## config.mk

```make
export PLATFORM = sky130hd
export DESIGN_NAME = instr_encoder
export DESIGN_NICKNAME = d
export VERILOG_FILES = /design/src/rtl/instr_encoder.sv
export SDC_FILE = /design/constraint.sdc
export NUM_CORES = 1
export LEC_CHECK = 0
export CAP_MARGIN = 20
export CELL_PAD_IN_SITES_DETAIL_PLACEMENT = 1
export CELL_PAD_IN_SITES_GLOBAL_PLACEMENT = 1
export CORE_MARGIN = 1.5
export CORE_UTILIZATION = 49
export CTS_BUF_LIST = sky130_fd_sc_hd__clkbuf_2 sky130_fd_sc_hd__clkbuf_4 sky130_fd_sc_hd__clkbuf_8
export DETAILED_ROUTE_END_ITERATION = 8
export PLACE_DENSITY_LB_ADDON = 0.1
export SYNTH_ARGS = -nofsm -noshare
export SYNTH_HDL_FRONTEND = slang
export SYNTH_SLANG_ARGS = --single-unit
```

## constraint.sdc

```tcl
create_clock -name clock -period 5.27 [get_ports clock]
set_input_delay 1.054 -clock clock [delete_from_list [all_inputs] [get_ports clock]]
set_output_delay 1.054 -clock clock [all_outputs]
set_load 0.005 [all_outputs]
```

## src/rtl/instr_encoder.sv

```systemverilog
// Packs decoded instruction fields into 32-bit words, buffers them in a small FIFO,
// and hands them one at a time to a handshaked instruction-memory write port.
module instr_encoder #(
  parameter int ADDR_W     = 9,
  parameter int FIFO_DEPTH = 4
) (
  input  logic              clock,
  input  logic              clear,
  input  logic              in_valid,
  output logic              in_ready,
  input  logic [1:0]        fmt,
  input  logic [4:0]        opcode,
  input  logic [3:0]        ra,
  input  logic [3:0]        rb,
  input  logic [3:0]        rc,
  input  logic [31:0]       imm,
  input  logic              base_load,
  input  logic [ADDR_W-1:0] base_addr,
  output logic [ADDR_W-1:0] mem_addr,
  output logic [31:0]       mem_data,
  output logic              mem_write,
  input  logic              mem_ack,
  output logic [ADDR_W:0]   count,
  output logic              range_err,
  output logic              busy
);

  localparam int PTR_W = $clog2(FIFO_DEPTH);
  localparam logic [PTR_W:0] DEPTH = (PTR_W+1)'(FIFO_DEPTH);

  typedef enum logic {IDLE, WRITE} state_t;

  state_t state, state_next;

  logic [31:0]      fifo_mem [FIFO_DEPTH];
  logic [PTR_W-1:0] wr_ptr, rd_ptr;
  logic [PTR_W:0]   occupancy;
  logic             fifo_full, fifo_empty;
  logic             accept, needs_imm, imm_ok, push, pop;
  logic [31:0]      word;

  assign fifo_full  = (occupancy == DEPTH);
  assign fifo_empty = (occupancy == '0);
  assign in_ready   = !fifo_full && !clear;
  assign accept     = in_valid && in_ready;
  assign needs_imm  = (fmt == 2'd1) || (fmt == 2'd2);
  // The constant fits in 19 signed bits only if bits 31..18 are all copies of the sign.
  assign imm_ok     = (imm[31:18] == {14{imm[18]}});
  assign push       = accept && (!needs_imm || imm_ok);
  assign pop        = (state == WRITE) && mem_ack;

  always_comb begin
    word        = '0;
    word[31:27] = opcode;
    word[26:23] = ra;
    case (fmt)
      2'd0: begin
        word[22:19] = rb;
        word[18:15] = rc;
      end
      2'd1, 2'd2: begin
        word[22:19] = rb;
        word[18:0]  = imm[18:0];
      end
      default: ;
    endcase
  end

  always_ff @(posedge clock) begin
    if (push) fifo_mem[wr_ptr] <= word;
  end

  always_ff @(posedge clock) begin
    if (clear) begin
      wr_ptr    <= '0;
      rd_ptr    <= '0;
      occupancy <= '0;
    end else begin
      if (push) wr_ptr <= wr_ptr + PTR_W'(1);
      if (pop)  rd_ptr <= rd_ptr + PTR_W'(1);
      case ({push, pop})
        2'b10:   occupancy <= occupancy + (PTR_W+1)'(1);
        2'b01:   occupancy <= occupancy - (PTR_W+1)'(1);
        default: occupancy <= occupancy;
      endcase
    end
  end

  always_ff @(posedge clock) begin
    if (clear) range_err <= 1'b0;
    else if (accept && needs_imm && !imm_ok) range_err <= 1'b1;
  end

  always_ff @(posedge clock) begin
    if (clear) state <= IDLE;
    else       state <= state_next;
  end

  always_comb begin
    state_next = state;
    case (state)
      IDLE:    if (!fifo_empty) state_next = WRITE;
      WRITE:   if (mem_ack)     state_next = IDLE;
      default: state_next = IDLE;
    endcase
  end

  always_comb begin
    mem_write = (state == WRITE);
    busy      = !fifo_empty || (state == WRITE);
  end

  // base_load is honoured only in IDLE and lands before the head is latched, so the next write uses it.
  always_ff @(posedge clock) begin
    if (clear) begin
      mem_addr <= '0;
      mem_data <= '0;
      count    <= '0;
    end else if (state == IDLE) begin
      if (base_load) begin
        mem_addr <= base_addr;
        count    <= '0;
      end
      if (!fifo_empty) mem_data <= fifo_mem[rd_ptr];
    end else if (mem_ack) begin
      mem_addr <= mem_addr + ADDR_W'(1);
      if (!count[ADDR_W]) count <= count + (ADDR_W+1)'(1);
    end
  end

endmodule
```

Word level (Yosys, flattened, before mapping). Memories as Yosys holds them, arrays and structs flattened. A register that Yosys moved wholly into a read port is not among the register bits. Index checks and enable logic that the tools add are counted.

Add/subtract/negate cells: 6. Eq/ne operators: 8. Muxes and demuxes: 15. Bitwise operators: 2. Reductions and logical operators: 22.

Operator list (number): $mux W10 (4); $mux W9 (3); $pmux W8 S2 (1); $mux W15 (1); $eq A13 B13 Y1 (1); $add A10 B1 Y10 const B (1); $add A9 B1 Y9 const B (1); $logic_and A1 B1 Y1 (6); $pmux W3 S2 (1); $logic_not A1 Y1 (5); $add A2 B1 Y2 const B (2); $eq A2 B1 Y1 const B (2); $eq A2 B2 Y1 const B (2); $mux W1 (4); $ne A2 B2 Y1 const B (2); $reduce_and A2 Y1 (2); $reduce_bool A2 Y1 (2); $add A3 B1 Y3 const B (1); $eq A3 B3 Y1 const B (1); $logic_not A3 Y1 (1); $logic_or A1 B1 Y1 (3); $reduce_and A3 Y1 (1); $sub A3 B1 Y3 const B (1); $logic_not A2 Y1 (1); 3 further kinds (4).

Bits in registers: 28. Bits in writable memories: 128. Bits of input ports: 65. Output and inout bits: 55. Logic and storage cells: 62. Memories: 1.

Memory list: fifo_mem (words 4, bits a word 32, rd ports 1, clocked after Yosys merged registers in 1, write ports 1, RTL line 35) `logic [31:0] fifo_mem [FIFO_DEPTH];`.

Longest topological paths before layout. Gate-level depths: netlist of the first run.

Depth after elaboration: 7. Depth in mapped cells: 12. Mapped depth without buffers: 12.

Worst setup path after synthesis of the first run. Ideal clock, no wire load.

Path type: input to register. From: input port imm[18]. To: memory fifo_mem[0][0], enable pin. Setup time: 392 ps. Data arrival time: 2906 ps. Data required time: 4878 ps. Path slack: 1972 ps. Stages: 5. Buffers on the path: 0. Cells stage by stage: or4_4 -> o221a_4 -> nand2b_4 -> nor2_8 -> and2_1.

Cells in the longest elaborated chain, start to end: 5.

Ends and longest elaborated chain: from (decl) (RTL line 16) `input logic [31:0] imm,`; $eq A13 B13 Y1 (RTL line 48) `assign imm_ok = (imm[31:18] == {14{imm[18]}});`; $logic_or A1 B1 Y1 (RTL line 49) `assign push = accept && (!needs_imm || imm_ok);`; $logic_and A1 B1 Y1 (RTL line 49); $mux W1 (RTL line 70) `if (push) fifo_mem[wr_ptr] <= word;`; $mux W1 (implied by the code) (RTL line 70); to (decl) (RTL line 35).

No other way between the ends.

Worst setup path after layout of the first run.
From: input port clear. To: output port in_ready.

Cells in the longest elaborated chain, start to end: 2.

Ends and longest elaborated chain: from (decl) (RTL line 8) `input logic clear,`; $logic_not A1 Y1 (RTL line 44) `assign in_ready = !fifo_full && !clear;`; $logic_and A1 B1 Y1 (RTL line 44); to (decl) (RTL line 10) `output logic in_ready,`.

No other way between the ends.

==> reports/results.env, run 1 <==
GRT_ANTENNA_BEFORE_REPAIR=0
CTS_MAX_LEVEL=4
CRIT_TYPE='input pin to primary output'
CAP_VIOLATIONS=0
DRTANTENNAVIOLNETS=0
CRIT_FAMILY='buffers and inverters'
SYNTH_EDF_COUNT=128
STATIC-LEAKAGE-POWER_nW=3.041
FINALPOWER_mW=3.187
ROUTE.VIAS.TOTAL=4734
WORST-R2R-SETUP-SLACK_PS=2770
FINAL_CELL_COUNT_NO_FILL=850
SYNTH_TOP_AREA_CELL='edfxtp_1'
CTS_NUM_SINKS=188
FINAL-SEQ-AREA_UM2=5047
POST_ROUTE_CELLS_DRIVE_ABOVE_1_SHARE=0.1254
AREA_GROWTH_PCT=24.19
CTS_TREE='built'
SYNTHARSTFLOPSHARE=0
CTS_BUFFER_DEPTH=2
CRIT_BUF_INV=3
TIMING.CRITICAL_PATH.SLOWEST_STAGE_CELL='buf_4'
OUTCOME='complete, no violations'
YOSYS.AREA.TOP_TYPE_SHARE=0.5125
FINAL_HOLD_VIOL_COUNT=0
GRT_MAX_DEGREE=40
YOSYSWARNINGS=0
FINAL.PERIOD_UTILIZATION=0.6786
SYN_AREA_UM2=7500
CLOCK_INSERTION_DELAY_WORST_SKEW_PS=450
CP-END-KIND='primary output'
ROUTE.DETAILED.DRC=0
TIMING.CRITICAL_PATH.REQUIRED_PS=4220
POST_CTS.RESIZED_INSTANCES=0
FINALWIRELENGTH_UM=17010
CLKSLEWWORSTSETUPHOLDPATHS_PS=90
YOSYSSEQAREASHARE=0.6727
AVGVIACOUNTPERCELL=5.569
SYNTH_TOP_CELLS_BY_AREA='edfxtp_1, dfxtp_1, mux4_2'
1ST_ITER_DRT_VIOLS=187
N_ANTENNA_CELL=0
AVGROUTEDWIREPERCELL_UM=20.01
GRT_SETUP_UNREPAIRED='no'
DIE-AREA_UM2=16060
POST_SYNTH_INST_COUNT=534
MULTI_INPUT_GATE_AREA_IN_THE_FINAL_LAYOUT_UM2=2321
TRANSITION_TIME_AT_THE_PIN_WITH_THE_LEAST_SLEW_MARGIN_PS=936.2
WL_MET3_UM=599
TIMING.CLOCK.SKEW_PS=8.630
GRTUSAGETOTAL=0.2217
CORE.ROWCOUNT=45
GLOBALPLACE.CONGESTION=0.8065
WORST_HOLD_PATH_TYPE='register to register'
SLEW_VIOL_FINAL=0
POSTCTSHOLDBUFS=0
FINALCRITICALPERIOD_PS=3576
MASTER_CELL_OF_THE_CLOCK_ROOT_BUFFER='clkbuf_8'
TOP_LAYER_USED='met4'
POST_DP_CELL_AREA_UM2=8853
START_UTIL=0.4970
SYNTH_FF_TYPE='edfxtp_1'
FINAL_NETS=724
DIE_H_UM=126.7
POST-PLACE-CELLS=818
CTS_SETUP_BUFFERS=0
PWR_DENSITY_CELL_nW_PER_UM2=342.2
DRTPASS1ITERATIONS=4
FIN_AREA_UM2=9314
CHAIN_OF_CELLS_FORMING_THE_CRITICAL_PATH='buf_2 > buf_4 > a21oi_1 > clkdlybuf4s50_1'
GRT_FIRST_PASS_WIRELENGTH_UM=26830
VDD_IR_DROP_MAX_uV=174.8
LAYOUT.FILLER_CELLS=1460
SYN-NUM-NETS=609
GRT_PASS1_VIAS=5137
STARTPOINT_TYPE='input pin'
POST_SYNTHESIS_REGISTER_BIT_COUNT=188
POST_ROUTE_MET1_WIRELENGTH_UM=6937
SETUP_VIOLATIONS=0
TOTAL_NEGATIVE_SETUP_SLACKS_PS=0
BUFFER_PORTS.INSERTED=119
POST_SYNTHESIS_CELL_TYPE_COUNT=51
NUMCTSBUFFERS=17
CRITICAL-PATH-MAX-STAGE-DELAY_PS=490
GRT_OVERFLOW_TOTAL=0
HPWL_UM=11130
FMAXACHIEVABLE_MHz=279.6
FIN_WORST_HOLD_SLACK_PS=464.5
SYNTH.AVG_CELL_AREA_UM2=14.04
DIE_WIDTH_UM=126.7
FP.COREAREA_UM2=15090
TIMING.SLEW.HEADROOM=0.3759
MET2ROUTEDLENGTH_UM=9151
CRIT_PATH_MAX_FANOUT=39
TIMING.CRITICAL_PATH.ARRIVAL_PS=2520
NUM_IO_PINS=120
[metal layers]
layer,track usage,vias to the layer above
met5,0,-
met4,0.08957,0
met3,0.03627,15
met2,0.4037,116
met1,0.2629,2395
li1,-,2208
[cell usage after synthesis (2+ instances only)]
master    number
a211oi_1       4
a21oi_1       43
a22oi_1        4
a31oi_1        2
and2_1        23
and3_1         6
buf_2          6
clkbuf_1      19
dfxtp_1       60
edfxtp_1     128
ha_1           9
inv_1         10
mux2i_1        2
mux4_2        32
nand2_1       79
nand2b_1       4
nand3_1        6
nand3b_1       4
nand4_1        7
nor2_1        33
nor3_1         5
nor3b_1        2
nor4_1         3
o21ai_0        6
or2_2          2
xnor2_1        3
xor2_1         8
[worst paths after layout]
| check | startpoint | end | cells after the start |
|---|---|---|---|
| max | clear | in_ready | 4 |
| min | mem_data[27]$_SDFFE_PP0P_ | mem_data[27]$_SDFFE_PP0P_ | 2 |
| max reg2reg | mem_write$_SDFF_PP0_ | occupancy[2]$_SDFFE_PP0P_ | 8 |
| min reg2reg | mem_data[27]$_SDFFE_PP0P_ | mem_data[27]$_SDFFE_PP0P_ | 2 |
[kinds of logic after synthesis]
group / synth area share
AO/OA/AOI/OAI: 0.05723
XOR/XNOR: 0.01285
adder cells (fa/ha/maj): 0.01768
buffers and inverters: 0.01952
flip-flops: 0.6727
multiplexers: 0.1003
AND/OR/NAND/NOR: 0.1198
[stage by stage]
stage | utilization | worst slack, ps
3_3_place_gp | 0.5867 | 1485
2_1_floorplan | - | 1972
6_report | 0.6172 | 1694
4_1_cts | 0.6172 | 1696
5_1_grt | 0.6172 | 1625
3_5_place_dp | 0.5867 | 1328
[area by class of cell]
cell class / count / share of cell area
Multi-Input combinational cell: 309 / 0.2492
Clock inverter: 14 / 0.02284
Inverter: 11 / 0.004433
Sequential cell: 188 / 0.5419
Timing Repair Buffer: 122 / 0.1298
Tap cell: 188 / 0.02526
Clock buffer: 18 / 0.02660
[layout by cell type (no fill, tap or decap), types with 2 or more instances in the layout]
| cell type | count |
|---|---|
| clkdlybuf4s50_1 | 118 |
| nand3b_1 | 4 |
| edfxtp_1 | 128 |
| nor3_1 | 5 |
| nand4_1 | 7 |
| nor2_1 | 32 |
| and2_1 | 19 |
| ha_1 | 9 |
| xnor2_1 | 3 |
| clkbuf_8 | 18 |
| a22oi_1 | 4 |
| clkinv_1 | 2 |
| a31oi_1 | 2 |
| and2_2 | 4 |
| xor2_1 | 8 |
| buf_4 | 3 |
| clkinvlp_4 | 2 |
| o21ai_0 | 6 |
| and3_1 | 6 |
| dfxtp_1 | 58 |
| nand2b_1 | 4 |
| nand2_1 | 79 |
| mux4_2 | 32 |
| nor3b_1 | 2 |
| dfxtp_2 | 2 |
| bufinv_16 | 5 |
| a211oi_1 | 4 |
| inv_1 | 10 |
| or2_2 | 2 |
| inv_6 | 3 |
| mux2i_1 | 2 |
| nand3_1 | 6 |
| nor4_1 | 3 |
| a21oi_1 | 43 |
[worst min-delay path: cells and delay by family, from the launching register on]
kind	cells	cell delay (ps)
DFF	1	320
and+or+nand+nor	1	50
AOI/OAI and AO/OA	1	50
[report_power, final]
group / switching (mW) / internal, mW
Clock: 0.495 / 0.578
Combinational: 0.216 / 0.214
Sequential: 0.0432 / 1.64
[registers in the layout, summed over array words and instances, names as in the netlist]
signal / flops
occupancy: 3
mem_addr: 9
mem_data: 32
mem_write: 1
count: 10
wr_ptr: 2
fifo_mem: 128
rd_ptr: 2
range_err: 1
No activity file was read; power rests on OpenSTA's default activity.
==> inputs of run 2 (changes only) <==
--- a/config.mk
+++ b/config.mk
@@ -9,7 +9,7 @@
 export CELL_PAD_IN_SITES_DETAIL_PLACEMENT = 1
 export CELL_PAD_IN_SITES_GLOBAL_PLACEMENT = 1
 export CORE_MARGIN = 1.5
-export CORE_UTILIZATION = 49
+export CORE_UTILIZATION = 45
 export CTS_BUF_LIST = sky130_fd_sc_hd__clkbuf_2 sky130_fd_sc_hd__clkbuf_4 sky130_fd_sc_hd__clkbuf_8
 export DETAILED_ROUTE_END_ITERATION = 8
 export PLACE_DENSITY_LB_ADDON = 0.1
==> constraint.sdc (replaced) <==
create_clock -name clock -period 3.7 [get_ports clock]
set_input_delay 0.74 -clock clock [delete_from_list [all_inputs] [get_ports clock]]
set_output_delay 0.74 -clock clock [all_outputs]
set_load 0.005 [all_outputs]
==> run 2 against run 1 <==
Effect of this change: first-iteration DRC count rose by 39%; non-clock buffer count up 7; combinational power rose by 40%; core utilization is 4.7 points lower; global-route usage is 2.0 points lower; clock skew grew 3.3 ps; sequential power grew 43%; die area rose by 8.7%; power is 36% higher; critical path depth increased by 8; clock power increased by 25%; routed wire length down 1.6%; critical endpoint is now occupancy[2]$_SDFFE_PP0P_; largest cell class unchanged.
==> reports/results.env, run 2 (same netlist as run 1, synthesis figures left out) <==
TIMING.CRITICAL_PATH.ARRIVAL_PS=3410
AVGVIACOUNTPERCELL=5.304
GRT_ANTENNA_BEFORE_REPAIR=0
HPWL_UM=10790
NUM_IO_PINS=120
AREA_GROWTH_PCT=24.82
FINALCRITICALPERIOD_PS=3042
GRT_OVERFLOW_TOTAL=0
TRANSITION_TIME_AT_THE_PIN_WITH_THE_LEAST_SLEW_MARGIN_PS=962.9
DIE-AREA_UM2=17450
FINALWIRELENGTH_UM=16740
MASTER_CELL_OF_THE_CLOCK_ROOT_BUFFER='clkbuf_8'
AVGROUTEDWIREPERCELL_UM=18.83
STARTPOINT_TYPE='input pin'
FINAL_HOLD_VIOL_COUNT=0
WORST_HOLD_PATH_TYPE='register to register'
SLEW_VIOL_FINAL=0
CRITICAL-PATH-MAX-STAGE-DELAY_PS=580
DRTPASS1ITERATIONS=4
GRT_PASS1_VIAS=4974
LAYOUT_TOP_REGISTERS='fifo_mem x128, mem_data x32, count x10'
DIE_H_UM=132.1
FINAL.PERIOD_UTILIZATION=0.8220
STATIC-LEAKAGE-POWER_nW=3.057
FINAL_CELL_MIX='edfxtp_1, clkdlybuf4s50_1, nand2_1, dfxtp_1, a21oi_1'
CRIT_PATH_MAX_FANOUT=6
FINAL_CORE_UTIL=0.5706
VDD_IR_DROP_MAX_uV=303.9
ROUTE.VIAS.TOTAL=4715
GLOBALPLACE.CONGESTION=0.7727
CTS_SETUP_BUFFERS=0
CTS_MAX_LEVEL=4
CLOCK_INSERTION_DELAY_WORST_SKEW_PS=440
OUTCOME='complete, no violations'
GRT_FIRST_PASS_WIRELENGTH_UM=26970
DRTANTENNAVIOLNETS=0
CAP_VIOLATIONS=0
POST_ROUTE_CELLS_DRIVE_ABOVE_1_SHARE=0.1360
TOTAL_NEGATIVE_SETUP_SLACKS_PS=0
CRIT_TOP_CELL='inv_1'
CRIT_TYPE='input pin to register'
SETUP_VIOLATIONS=0
LARGEST_REG_FLOPS=128
NUMCTSBUFFERS=17
POST_CTS.RESIZED_INSTANCES=0
CTS_NUM_SINKS=188
PWR_DENSITY_CELL_nW_PER_UM2=464.0
DIE_WIDTH_UM=132.1
TIMING.CRITICAL_PATH.SLOWEST_STAGE_CELL='or4_4'
N_ANTENNA_CELL=0
LAYOUT.FILLER_CELLS=1614
ROUTE.DETAILED.DRC=0
MAX_FLOP_REGISTER='fifo_mem'
GRT_MAX_DEGREE=57
FP.COREAREA_UM2=16410
START_UTIL=0.4571
1ST_ITER_DRT_VIOLS=259
GRTUSAGETOTAL=0.2015
CTS_BUFFER_DEPTH=2
FMAXACHIEVABLE_MHz=328.8
CHAIN_OF_CELLS_FORMING_THE_CRITICAL_PATH='clkdlybuf4s50_1 > or4_4 > o221a_4 > nand2b_4 > nor2_8 > inv_1 > ha_1 > inv_1 > fa_1 > xor2_1 > or3_1 > a21oi_1'
TIMING.SLEW.HEADROOM=0.3581
LAYOUT.CELLS.MOST_COMMON='edfxtp_1'
TIMING.CRITICAL_PATH.REQUIRED_PS=4070
TIMING.CLOCK.SKEW_PS=11.96
CTS_TREE='built'
BUFFER_PORTS.INSERTED=119
POSTCTSHOLDBUFS=0
CLKSLEWWORSTSETUPHOLDPATHS_PS=90
GRT_SETUP_UNREPAIRED='no'
CP-END-KIND='register'
CORE.ROWCOUNT=47
FINAL_NETS=731
## run 2: cell types whose count changed in the layout (fill, tap and decap cells not counted), sizes merged
cell    change
bufinv      -3
clkbuf      +3
inv         -2
buf         +7
clkinv      +2
## run 2: final timing paths
kind	slack [ps]	from	cells after the start	to
setup / recovery	660	imm[18]	12	occupancy[2]$_SDFFE_PP0P_
hold / removal	460	mem_data[0]$_SDFFE_PP0P_	2	mem_data[0]$_SDFFE_PP0P_
setup reg to reg	1220	mem_write$_SDFF_PP0_	8	occupancy[2]$_SDFFE_PP0P_
hold reg to reg	460	mem_data[0]$_SDFFE_PP0P_	2	mem_data[0]$_SDFFE_PP0P_
## run 2: cell type report
class / count / area, um^2 / area share
Clock inverter: 11 / 120.1 / 0.01283
Multi-Input combinational cell: 309 / 2321 / 0.2479
Tap cell: 220 / 275.3 / 0.02940
Clock buffer: 21 / 270.3 / 0.02887
Inverter: 11 / 41.29 / 0.004411
Sequential cell: 188 / 5047 / 0.5392
Timing Repair Buffer: 129 / 1286 / 0.1374
## run 2: metrics by stage
stage          hold slack [ps]  instance area, um^2  power (mW)  setup slack [ps]  instances
2_1_floorplan            452.7                 7500       2.754             716.2        534
4_1_cts                  460.4                 9361       4.389             696.7        889
3_3_place_gp             440.2                 8971       3.042             327.5        857
6_report                 455.3                 9361       4.344             658.4        889
5_1_grt                  485.2                 9361       4.528             471.3        889
3_5_place_dp             447.0                 8971       3.068             215.1        857
## run 2: where the power goes
group	switching (mW)	total, mW	internal, mW	leakage (nW)
clock network	0.695	1.34	0.640	0.198
logic	0.293	0.602	0.308	1.20
registers	0.0706	2.41	2.34	1.66
## run 2: per-layer routing
metal	vias up	GRT usage	share of wire
li1	2209	-	-
met1	2377	0.2550	0.43
met2	115	0.3517	0.52
met3	14	0.03768	0.038
met4	0	0.06420	0.013
met5	-	0	0
## run 2: worst max-delay path: cells and delay by family
| kind | cells | cell delay (ps) |
|---|---|---|
| xor gates and xnor gates | 1 | 80 |
| buffers and inverters | 3 | 620 |
| AOI/OAI and AO/OA | 2 | 400 |
| adders and majority gates | 2 | 390 |
| and+or+nand+nor | 4 | 1180 |
